===== config.mk =====
export PLATFORM = sky130hd
export DESIGN_NAME = calc_display
export DESIGN_NICKNAME = d
export VERILOG_FILES = /design/src/rtl/calc_display.sv
export SDC_FILE = /design/constraint.sdc
export NUM_CORES = 1
export LEC_CHECK = 0
export ABC_AREA = 1
export BUFFER_PORTS_ARGS = -buffer_cell sky130_fd_sc_hd__buf_2
export CAP_MARGIN = 10
export CORE_ASPECT_RATIO = 2
export CORE_MARGIN = 2
export CORE_UTILIZATION = 35
export CTS_CLUSTER_SIZE = 10
export DETAILED_ROUTE_END_ITERATION = 10
export PLACE_DENSITY_LB_ADDON = 0.3
export SYNTH_ARGS = -nofsm -noshare
export SYNTH_HDL_FRONTEND = slang
export SYNTH_SLANG_ARGS = --single-unit

===== constraint.sdc =====
create_clock -name clk -period 4.5 [get_ports clk]
set_clock_uncertainty 0.1 [all_clocks]
set_input_delay 0 -clock clk [delete_from_list [all_inputs] [get_ports clk]]
set_output_delay 0 -clock clk [all_outputs]
set_load 0.005 [all_outputs]

===== src/rtl/calc_display.sv =====
// calc_display: converts the ALU result to BCD and drives a 4-digit, multiplexed 7-segment display
// Ports:
//   clk, rst        system clock, asynchronous active-high reset
//   value[7:0]      ALU result magnitude (not clock-aligned, registered on entry)
//   control[2:0]    ALU status: 0 normal, 1 negative, 2 divide-by-zero, 4 scaled by 100
//   seg[6:0]        segments {g,f,e,d,c,b,a}, active-low
//   dp              decimal point, active-low
//   an[3:0]         digit anodes, active-low one-hot, an[3] leftmost
//   busy            high while a conversion is in progress
//   bcd[11:0]       committed BCD {hundreds,tens,ones}
module calc_display #(
    parameter int REFRESH_DIV = 50000
) (
    input  logic        clk,
    input  logic        rst,
    input  logic [7:0]  value,
    input  logic [2:0]  control,
    output logic [6:0]  seg,
    output logic        dp,
    output logic [3:0]  an,
    output logic        busy,
    output logic [11:0] bcd
);
    localparam int CW = $clog2(REFRESH_DIV);
    typedef enum logic [1:0] {IDLE, SHIFT, COMMIT} state_t;
    state_t      state_q, state_d;
    logic [7:0]  cap_val_q, ld_val_q, last_val_q;
    logic [2:0]  cap_ctl_q, ctl_q, last_ctl_q, mode_q;
    logic [19:0] sr_q, adj;
    logic [2:0]  cnt_q;
    logic [11:0] bcd_q;
    logic        pending_q, primed_q, start;
    logic [CW-1:0] refresh_q;
    logic [1:0]  idx_q, nidx;
    logic [6:0]  seg_q, seg_d, dig0, dig1, dig2, dig3;
    logic        dp_q, dp_d, tc;
    logic [3:0]  an_q;
    logic [2:0]  m;
    logic [3:0]  h, t, o;
    function automatic logic [6:0] dec(input logic [3:0] d);
        case (d)
            4'd0: dec = 7'h40;
            4'd1: dec = 7'h79;
            4'd2: dec = 7'h24;
            4'd3: dec = 7'h30;
            4'd4: dec = 7'h19;
            4'd5: dec = 7'h12;
            4'd6: dec = 7'h02;
            4'd7: dec = 7'h78;
            4'd8: dec = 7'h00;
            4'd9: dec = 7'h10;
            default: dec = 7'h7F;
        endcase
    endfunction
    // primed_q holds off the post-reset conversion until the capture registers
    // hold the live input, so the forced conversion converts the current value.
    assign start = primed_q && (pending_q || {cap_val_q, cap_ctl_q} != {last_val_q, last_ctl_q});
    always_ff @(posedge clk or posedge rst) begin
        if (rst) state_q <= IDLE;
        else state_q <= state_d;
    end
    always_comb begin
        state_d = state_q == IDLE   ? (start ? SHIFT : IDLE) :
                  state_q == SHIFT  ? (cnt_q == 3'd7 ? COMMIT : SHIFT) : IDLE;
    end
    always_comb begin
        busy = state_q != IDLE;
    end
    always_comb begin
        adj = sr_q;
        for (int k = 0; k < 3; k++)
            if (adj[8+4*k +: 4] >= 4'd5) adj[8+4*k +: 4] = adj[8+4*k +: 4] + 4'd3;
    end
    always_ff @(posedge clk or posedge rst) begin
        if (rst) begin
            cap_val_q  <= '0;
            cap_ctl_q  <= '0;
            ld_val_q   <= '0;
            ctl_q      <= '0;
            last_val_q <= '0;
            last_ctl_q <= '0;
            mode_q     <= '0;
            sr_q       <= '0;
            cnt_q      <= '0;
            bcd_q      <= '0;
            pending_q  <= 1'b1;
            primed_q   <= 1'b0;
        end else begin
            cap_val_q <= value;
            cap_ctl_q <= control;
            primed_q  <= 1'b1;
            case (state_q)
                IDLE: if (start) begin
                    sr_q      <= {12'b0, cap_val_q};
                    ld_val_q  <= cap_val_q;
                    ctl_q     <= cap_ctl_q;
                    pending_q <= 1'b0;
                    cnt_q     <= '0;
                end
                SHIFT: begin
                    sr_q  <= adj << 1;
                    cnt_q <= cnt_q + 3'd1;
                end
                COMMIT: begin
                    bcd_q      <= sr_q[19:8];
                    mode_q     <= ctl_q;
                    last_val_q <= ld_val_q;
                    last_ctl_q <= ctl_q;
                end
                default: ;
            endcase
        end
    end
    assign bcd = bcd_q;
    always_comb begin
        m    = (mode_q == 3'd1 || mode_q == 3'd2 || mode_q == 3'd4) ? mode_q : 3'd0;
        h    = bcd_q[11:8];
        t    = bcd_q[7:4];
        o    = bcd_q[3:0];
        nidx = idx_q + 2'd1;
        dig3 = m == 3'd1 ? 7'h3F : 7'h7F;
        dig2 = m == 3'd2 ? 7'h06 : (m != 3'd4 && h == 4'd0) ? 7'h7F : dec(h);
        dig1 = m == 3'd2 ? 7'h2F : (m != 3'd4 && h == 4'd0 && t == 4'd0) ? 7'h7F : dec(t);
        dig0 = m == 3'd2 ? 7'h2F : dec(o);
        seg_d = nidx == 2'd0 ? dig0 : nidx == 2'd1 ? dig1 : nidx == 2'd2 ? dig2 : dig3;
        dp_d  = !(m == 3'd4 && nidx == 2'd2);
        tc    = refresh_q == CW'(REFRESH_DIV - 1);
    end
    always_ff @(posedge clk or posedge rst) begin
        if (rst) begin
            refresh_q <= '0;
            idx_q     <= '0;
            seg_q     <= 7'h7F;
            dp_q      <= 1'b1;
            an_q      <= 4'hF;
        end else begin
            refresh_q <= tc ? '0 : refresh_q + CW'(1);
            if (tc) begin
                idx_q <= nidx;
                seg_q <= seg_d;
                dp_q  <= dp_d;
                an_q  <= ~(4'b0001 << nidx);
            end
        end
    end
    assign seg = seg_q;
    assign dp  = dp_q;
    assign an  = an_q;
endmodule


# [Yosys cells after proc, flatten, opt, wreduce, memory -nomap -nowiden]
# Memories as Yosys holds them, arrays and structs flattened.
# Cells that the tools add are included.
[word_totals] mem_bits_ro=336 inputBits=13 memories=3 wordCells=84 out_inout_bits=25 reg_bits=102
[memory_table] name="(name not given)" words=16 width=7 read_ports=1 rd_ports_with_merged_regs=0 wr=0 line_no="41" text="case (d)"
[memory_table] name="(name not given)" words=16 width=7 read_ports=1 rd_ports_with_merged_regs=0 wr=0 line_no="41"
[memory_table] name="(name not given)" words=16 width=7 read_ports=1 rd_ports_with_merged_regs=0 wr=0 line_no="41"
[classes] n_lt_le_gt_ge=3 n_eq_ne=15 reduce_logical=16 n_addsub=6 muxes=22 bitwise_logic=1 shift=1
[ops] cell="two-way mux 7 bit" count=9
[ops] cell="case mux 20 bit (2 select lines)" count=1
[ops] cell="two-way mux 20 bit" count=1
[ops] cell="adder 16 x 1 -> 16 bit, second input constant" count=1
[ops] cell="equality test 16 bit, second input constant" count=1
[ops] cell="two-way mux 16 bit" count=1
[ops] cell=">= comparator 4 x 3 -> 1 bit, second input constant" count=3
[ops] cell="!= test 11 bit" count=1
[ops] cell="equality test 3 bit, second input constant" count=3
[ops] cell="two-way mux 3 bit" count=3
[ops] cell="adder 4 x 2 -> 4 bit, second input constant" count=2
[ops] cell="zero test 4 bit" count=2
[ops] cell="two-way mux 4 bit" count=2
[ops] cell="equality test 3 x 1 -> 1 bit, second input constant" count=2
[ops] cell="equality test 3 x 2 -> 1 bit, second input constant" count=2
[ops] cell="two-way mux 2 bit" count=3
[ops] cell="case mux 3 bit (2 select lines)" count=1
[ops] cell="equality test 2 x 1 -> 1 bit, second input constant" count=2
[ops] cell="equality test 2 bit, second input constant" count=2
[ops] cell="logical AND 1 bit" count=4
[ops] cell="zero test 2 bit" count=2
[ops] cell="NOT 4 bit" count=1
[ops] cell="AND reduction 2 bit" count=2
[ops] cell="nonzero test 2 bit" count=2
[ops] cell="9 further kinds" count=11

# [Longest topological paths before layout]
# Gate-level depths: netlist of the first run.
[depth] depth_word=11 depth_mapped=12

# [Worst setup path after synthesis of the first run]
# OpenSTA, ideal clock, no wires.
[synth_timing] path_type="flip-flop to flip-flop" start="register idx_q[0]" end="register seg_q[1], in the netlist seg[1]" n_path_buf=1 required_time_ns=4.340 slack_ns=2.918 period_less_slack_ns=1.582 arrival_ns=1.422 path_stages_with_launch=13 path_cell_list="dfrtp_1 -> inv_1 -> ha_1 -> clkbuf_1 -> inv_1 -> nand2_1 -> inv_1 -> and2_1 -> nand3_1 -> nand2_1 -> nand2_1 -> nand2_1 -> nand2_1"
[synth_via] elab_chain_len=5 elab_cells_between_ends=7 classes_between="add/sub (1); eq/ne (2); mux (3); reduce/logical (1)"
[synth_rtl] element="from (decl)" line_no="34" text="logic [1:0] idx_q, nidx;"
[synth_rtl] element="from (signal assigned)" line_no="139" text="idx_q <= nidx;"
[synth_rtl] element="adder 2 x 1 -> 2 bit (*)" line_no="120" text="nidx = idx_q + 2'd1;"
[synth_rtl] element="named net nidx[0]" line_no="34"
[synth_rtl] element="equality test 2 bit" line_no="125" text="seg_d = nidx == 2'd0 ? dig0 : nidx == 2'd1 ? dig1 : nidx == 2'd2 ? dig2 : dig3;"
[synth_rtl] element="two-way mux 7 bit (2 in series)" line_no="125"
[synth_rtl] element="two-way mux 7 bit (*)" line_no="125"
[synth_rtl] element="to (signal assigned)" line_no="140" text="seg_q <= seg_d;"
[synth_rtl] element="to (decl)" line_no="35" text="logic [6:0] seg_q, seg_d, dig0, dig1, dig2, dig3;"
# The timed path passes the listed nets; every way through them passes the cells marked *.
# A chain may end at the register's enable or synchronous reset.

# [Final worst setup path of the first run]
[layout_timing] start="register cap_val_q[7]" end="register sr_q[7]"
[layout_via] elab_chain_len=5 elab_cells_between_ends=7 classes_between="eq/ne (2); mux (2); reduce/logical (3)"
[layout_rtl] element="from (decl)" line_no="27" text="logic [7:0] cap_val_q, ld_val_q, last_val_q;"
[layout_rtl] element="from (signal assigned)" line_no="89" text="cap_val_q <= value;"
[layout_rtl] element="!= test 11 bit" line_no="57" text="assign start = primed_q && (pending_q || {cap_val_q, cap_ctl_q} != {last_val_q, last_ctl_q});"
[layout_rtl] element="logical OR 1 bit" line_no="57"
[layout_rtl] element="logical AND 1 bit" line_no="57"
[layout_rtl] element="!= test 2 bit (no line)"
[layout_rtl] element="AND reduction 2 bit (no line)"
[layout_rtl] element="to (signal assigned)" line_no="94" text="sr_q <= {12'b0, cap_val_q};"
[layout_rtl] element="to (signal assigned)" line_no="101" text="sr_q <= adj << 1;"
[layout_rtl] element="to (decl)" line_no="29" text="logic [19:0] sr_q, adj;"
# Parallel ways exist; a longest one is shown, timed or not. The select of a mux whose other input is x is not followed.

==> impl_metrics.ini, run 1 <==
[run_status]
status = finished clean

[cells_and_area]
fin_cells = 934
fin_nets = 773
fin_area_um2 = 6260
filler_cell_count = 1662
drive_gt1_share_pct = 14.1
syn_to_final_growth_pct = 13.7
n_antenna_cell = 0

[sta]
slew_violations = 0
layout_setup_ws_ns = 2.07
relSlewSlack_pct = 33.5
hold_violations = 0
period_minus_slack_ns = 2.43
finalSetupViolCount = 0
hold_ws_ns = 0.183
setup_tns_ns = 0
fmax_ghz = 0.411
rsz0062_at_grt = false
finalCritPeriodShare_pct = 54.1
tightest_slew_ns = 0.995

[die]
io_pins = 38
coreArea_um2 = 15400
design.die.area_um2 = 16800
start_util_pct = 35.8
num_rows = 64
fp.dieH_um = 181
die_w_um = 92.7

[clock_network]
cts_resized = 0
path_clk_slew_ns = 0.08
cts_inserted_buffers = 9
ctsHtreeMaxLevel = 3
cts_tree = done
clock-sinks = 102
clockRootBuffer = clkbuf_16
clkLatencyLatePin_ns = 0.35
ctsLongestPathBuffers = 2

[detailed_routing]
antenna_left = 0
wire_per_inst_um = 13.2
via_per_inst = 4.70
drt_iter0_markers = 179
drc = 0
num_vias = 4388
dr.pass1.iters = 4
totalWireLength_mm = 12.3

[worst_setup_path]
path_max_fanout = 47
crit_arrival_ns = 2.57
cp-start-kind = register
path_class = reg -> reg
r2r_cells = 10
cp.required_ns = 4.63
end_kind = register

[placement]
place_hpwl_mm = 8.99
port_buffers = 37
place_ws_ns = 2.01
place.gp.congestion = 0.900
dp.cells = 906
dpl-instance-area_um2 = 5850

[power_and_ir_drop]
p_leak_uw = 0.00326
power_density_nw_per_um2 = 560
vdd_drop_max_mv = 0.247

[synth]
synthArstFlopShare_pct = 100
synthesis.area_um2 = 5510
synth_top_cell_area_share_pct = 40.4
yosysSeqAreaShare_pct = 46.6
yosysMostFrequentCell = nand2_1
synth_top_area_cell = dfrtp_1
ys.flop_type = dfrtp_1
netlist_instances = 686
synth_edf_count = 0
ys_types = 37
ys_ff_latch = 102
yosysWarnings = 0
synthesis.nets = 728
netlist_top_cells_area = dfrtp_1 (40%), nand2_1 (12%), ha_1 (6.6%)
avgSynthCellArea_um2 = 8.03
synth_commonest_cells = nand2_1 (179), inv_1 (92), dfrtp_1 (89), nor2_1 (69), o21ai_0 (57)

[grt]
first_global_vias = 4455
grt_pass1_wl_mm = 20.9
grtUsageTotal_pct = 15.5
grt_remaining_overflow = 0
grt_start_max_net_pins = 67
antenna_found_initial = 0

[worst_hold_path]
hold_class = in -> reg
holdPathStages = 2

[run]
drv_cap = 0
[cell families (layout without fill, tap and decap cells)]
group | count (synthesis) | in the layout | synth area share [%]
flip-flops | 102 | 102 | 46.6
other | 1 | 1 | 0.0681
adder cells (fa/ha/maj) | 29 | 29 | 6.58
buffers and inverters | 114 | 164 | 8.83
XOR/XNOR | 6 | 6 | 0.954
AO/OA/AOI/OAI | 103 | 103 | 9.79
multiplexers | 1 | 1 | 0.204
AND/OR/NAND/NOR | 330 | 330 | 27.0
[path summary, 6_finish.rpt]
kind / start / to / slack [ns]
max: cap_val_q[7] / sr_q[7] / 2.07
min: value[7] / cap_val_q[7] / 0.18
max reg2reg: cap_val_q[7] / sr_q[7] / 2.07
min reg2reg: pending_q / pending_q / 0.35
max in group asynchronous: rst / seg[4] / 2.98
min in group asynchronous: rst / cap_ctl_q[0] / 0.27
[per-layer routing]
| layer | up-vias | global-route usage, % | routed length (um) |
|---|---|---|---|
| met5 | - | 0 | 0 |
| met4 | 0 | 5.82 | 301 |
| met3 | 22 | 3.20 | 376 |
| met2 | 65 | 29.3 | 6880 |
| met1 | 2036 | 16.6 | 4790 |
| li1 | 2265 | - | - |
[worst max-delay path, stage by stage (launching register included)]
cell and delay, ns:
dfrtp_1 0.38, inv_1 0.12, nand2_1 0.07, nand2_1 0.07, nand3_1 0.07, nor2_1 0.24
nand2_1 0.11, nand2_2 0.74, nand2_2 0.24, nand2_1 0.13, nand2_1 0.05
[where the power goes]
group | switching [uW] | leakage (uW) | internal, uW
registers | 230 | 0.00126 | 1160
logic | 839 | 0.00186 | 495
clock network | 387 | 0.000143 | 393
total | 1460 | 0.00326 | 2050
[layout make-up]
class | count | area, um2 | area share, %
timing repair buffer | 53 | 335 | 5.35
tap | 198 | 248 | 3.96
clock inverter | 7 | 72.6 | 1.16
multi-input combinational | 470 | 2450 | 39.2
inverter | 95 | 359 | 5.73
clock buffer | 9 | 225 | 3.60
sequential | 102 | 2570 | 41.0
[through the flow]
step	total power (uW)	utilization (%)
after floorplan	2410	-
after global placement	2730	38.0
after detailed placement	2750	38.0
after CTS	3550	40.7
after global routing	3850	40.7
final	3510	40.7
[timing repair]
action	CTS	global route
buffers inserted	0	0
setup endpoints to repair	0	0
endpoints found under the hold margin	72	0
hold buffers	12	0
[sequential cells by signal (all words and copies together), names as in the netlist]
name and count:
bcd 12, cap_val_q 8, idx_q 2, primed_q 1, mode_q 3, ld_val_q 8, dp 1, cap_ctl_q 3
last_val_q 8, pending_q 1, state_q 2, refresh_q 16, an 4, cnt_q 3, sr_q 20, seg 7
ctl_q 3
[placed cells by master, fill, tap and decap left out, types with 2 or more instances in the layout]
cell type / instances
inv_1: 91
inv_8: 2
nand2_1: 179
buf_2: 37
nor2_1: 69
o21ai_0: 57
buf_4: 4
or2_2: 4
nor3_1: 6
inv_6: 2
o21ai_1: 3
clkbuf_16: 9
o211ai_1: 6
xor2_1: 5
nand3_2: 19
dlygate4sd3_1: 12
nand4_1: 6
a21oi_1: 33
ha_1: 29
nand2_2: 2
inv_2: 3
dfstp_2: 13
nand3_1: 37
dfrtp_1: 89
nor4_1: 2
Note: power is estimated with default switching activity, not from simulation.
==> inputs of run 2 (changes only) <==
==> constraint.sdc (replaced) <==
create_clock -name clk -period 2.23 [get_ports clk]
set_clock_uncertainty 0.1 [all_clocks]
set_input_delay 0 -clock clk [delete_from_list [all_inputs] [get_ports clk]]
set_output_delay 0 -clock clk [all_outputs]
set_load 0.005 [all_outputs]
==> impl_metrics.ini, run 2 (synthesis results as in run 1) <==
[sta]
layout_setup_ws_ns = 0.413
relSlewSlack_pct = 66.4
rsz0062_at_grt = false
finalCritPeriodShare_pct = 81.5
period_minus_slack_ns = 1.82
tightest_slew_ns = 0.500
hold_violations = 0
finalSetupViolCount = 0
fmax_ghz = 0.550
slew_violations = 0
hold_ws_ns = 0.183
setup_tns_ns = 0

[detailed_routing]
wire_per_inst_um = 13.2
drc = 0
dr.pass1.iters = 4
num_vias = 4443
drt_iter0_markers = 137
antenna_left = 0
totalWireLength_mm = 12.4
via_per_inst = 4.73

[worst_hold_path]
hold_class = in -> reg
hold_path_startpoint = value[2]
whs_endpoint = cap_val_q[2]
holdPathStages = 2

[power_and_ir_drop]
p_leak_uw = 0.00330
pwr-share-clk_pct = 21.9
power_uw = 7120
power.switching_uw = 2920
power_density_nw_per_um2 = 1120
p_int_uw = 4200
netSwitchingFraction_pct = 41.0
p_comb_share_pct = 38.7
seqPwrFrac_pct = 39.3
vdd_drop_max_mv = 0.668

[worst_setup_path]
cp.required_ns = 2.43
cp_slowest_cell = dfrtp_1
path_cells = inv_1 -> ha_1 -> inv_1 -> nor3_1 -> nand4_1 -> nand2_1 -> nand2_1 -> nand3_1 -> nand2_1 -> nand2_1
reg2reg_from = bcd[9]
end_kind = register
path_max_fanout = 7
r2r_cells = 10
slowest_delay_ns = 0.46
path_class = reg -> reg
cp-start-kind = register
critPathMostFrequentCell = nand2_1
r2r-end = seg[6]
critPathTopFamily = simple AND/OR/NAND/NOR gates
crit_arrival_ns = 2.02
r2r_slack_ns = 0.41
path_buf_inv = 2

[clock_network]
ctsLongestPathBuffers = 2
clockRootBuffer = clkbuf_16
cts_tree = done
cts_resized = 0
clock-sinks = 102
path_clk_slew_ns = 0.08
ctsHtreeMaxLevel = 3
clkLatencyLatePin_ns = 0.35
cts_inserted_buffers = 9
postCtsSetupBuffers = 0

[placement]
place.gp.congestion = 0.816
place_hpwl_mm = 9.24
port_buffers = 37
place_ws_ns = 0.413

[cells_and_area]
n_antenna_cell = 0
fin_nets = 779
largest_reg_flops = 20
drive_gt1_share_pct = 14.8
layout_common_cells = nand2_1 (179), inv_1 (91), dfrtp_1 (89)
syn_to_final_growth_pct = 15.0
regMostFlops = sr_q
final_common_cell = nand2_1

[grt]
grt_remaining_overflow = 0
grtUsageTotal_pct = 15.7
first_global_vias = 4507
grt_pass1_wl_mm = 21.0
antenna_found_initial = 0
grt_start_max_net_pins = 61

[die]
die_w_um = 92.7
design.die.area_um2 = 16800
start_util_pct = 35.8
num_rows = 64
fp.dieH_um = 181
coreArea_um2 = 15400
io_pins = 38

[run]
drv_cap = 0

[run_status]
status = finished clean
==> run 2: metal layers <==
metal | track usage (%) | wire length (um) | vias up | part of all wire, %
li1 | - | - | 2284 | -
met1 | 15.9 | 4640 | 2058 | 38
met2 | 29.9 | 6890 | 70 | 56
met3 | 3.28 | 415 | 31 | 3.4
met4 | 7.24 | 433 | 0 | 3.5
met5 | 0 | 0 | - | 0
==> run 2: metrics by stage <==
| step | instance area (um2) | cells | util [%] |
|---|---|---|---|
| after global routing | 6340 | 940 | 41.2 |
| after global placement | 5930 | 912 | 38.6 |
| after detailed placement | 5930 | 912 | 38.6 |
| after CTS | 6340 | 940 | 41.2 |
| after floorplan | 5510 | 686 | - |
| final | 6340 | 940 | 41.2 |
==> run 2: worst max path at each step <==
| stage | startpoint | endpoint | slack (ns) | depth (start not counted) |
|---|---|---|---|---|
| floorplan | idx_q[0] | seg[2] | 0.65 | 12 |
| global placement | bcd[9] | seg[6] | 0.40 | 10 |
| detailed placement | bcd[9] | seg[6] | 0.41 | 10 |
| CTS | bcd[9] | seg[6] | 0.39 | 10 |
| global route | bcd[9] | seg[0] | 0.20 | 10 |
| finish | bcd[9] | seg[6] | 0.41 | 10 |
==> run 2: power by group through the flow <==
stage               Clock (uW)  Combinational [uW]  Sequential, uW
floorplan                    0                2160            2700
global placement             0                2750            2830
detailed placement           0                2790            2840
CTS                       1610                2810            2810
global route              1690                3250            2890
finish                    1560                2760            2800
==> run 2: timing repair <==
| item | 4_1_cts | 5_1_grt |
|---|---|---|
| endpoints found under the setup margin | 0 | 0 |
| endpoints found under the hold margin | 102 | 0 |
| hold buffers | 12 | 0 |
==> run 2: layout make-up <==
| type | instances | area (um2) |
|---|---|---|
| Clock inverter | 6 | 50.0 |
| Clock buffer | 10 | 239 |
| Inverter | 95 | 360 |
| Tap cell | 198 | 248 |
| Sequential cell | 102 | 2570 |
| Timing Repair Buffer | 59 | 418 |
| Fill cell | 1652 | 9040 |
| Multi-Input combinational cell | 470 | 2450 |
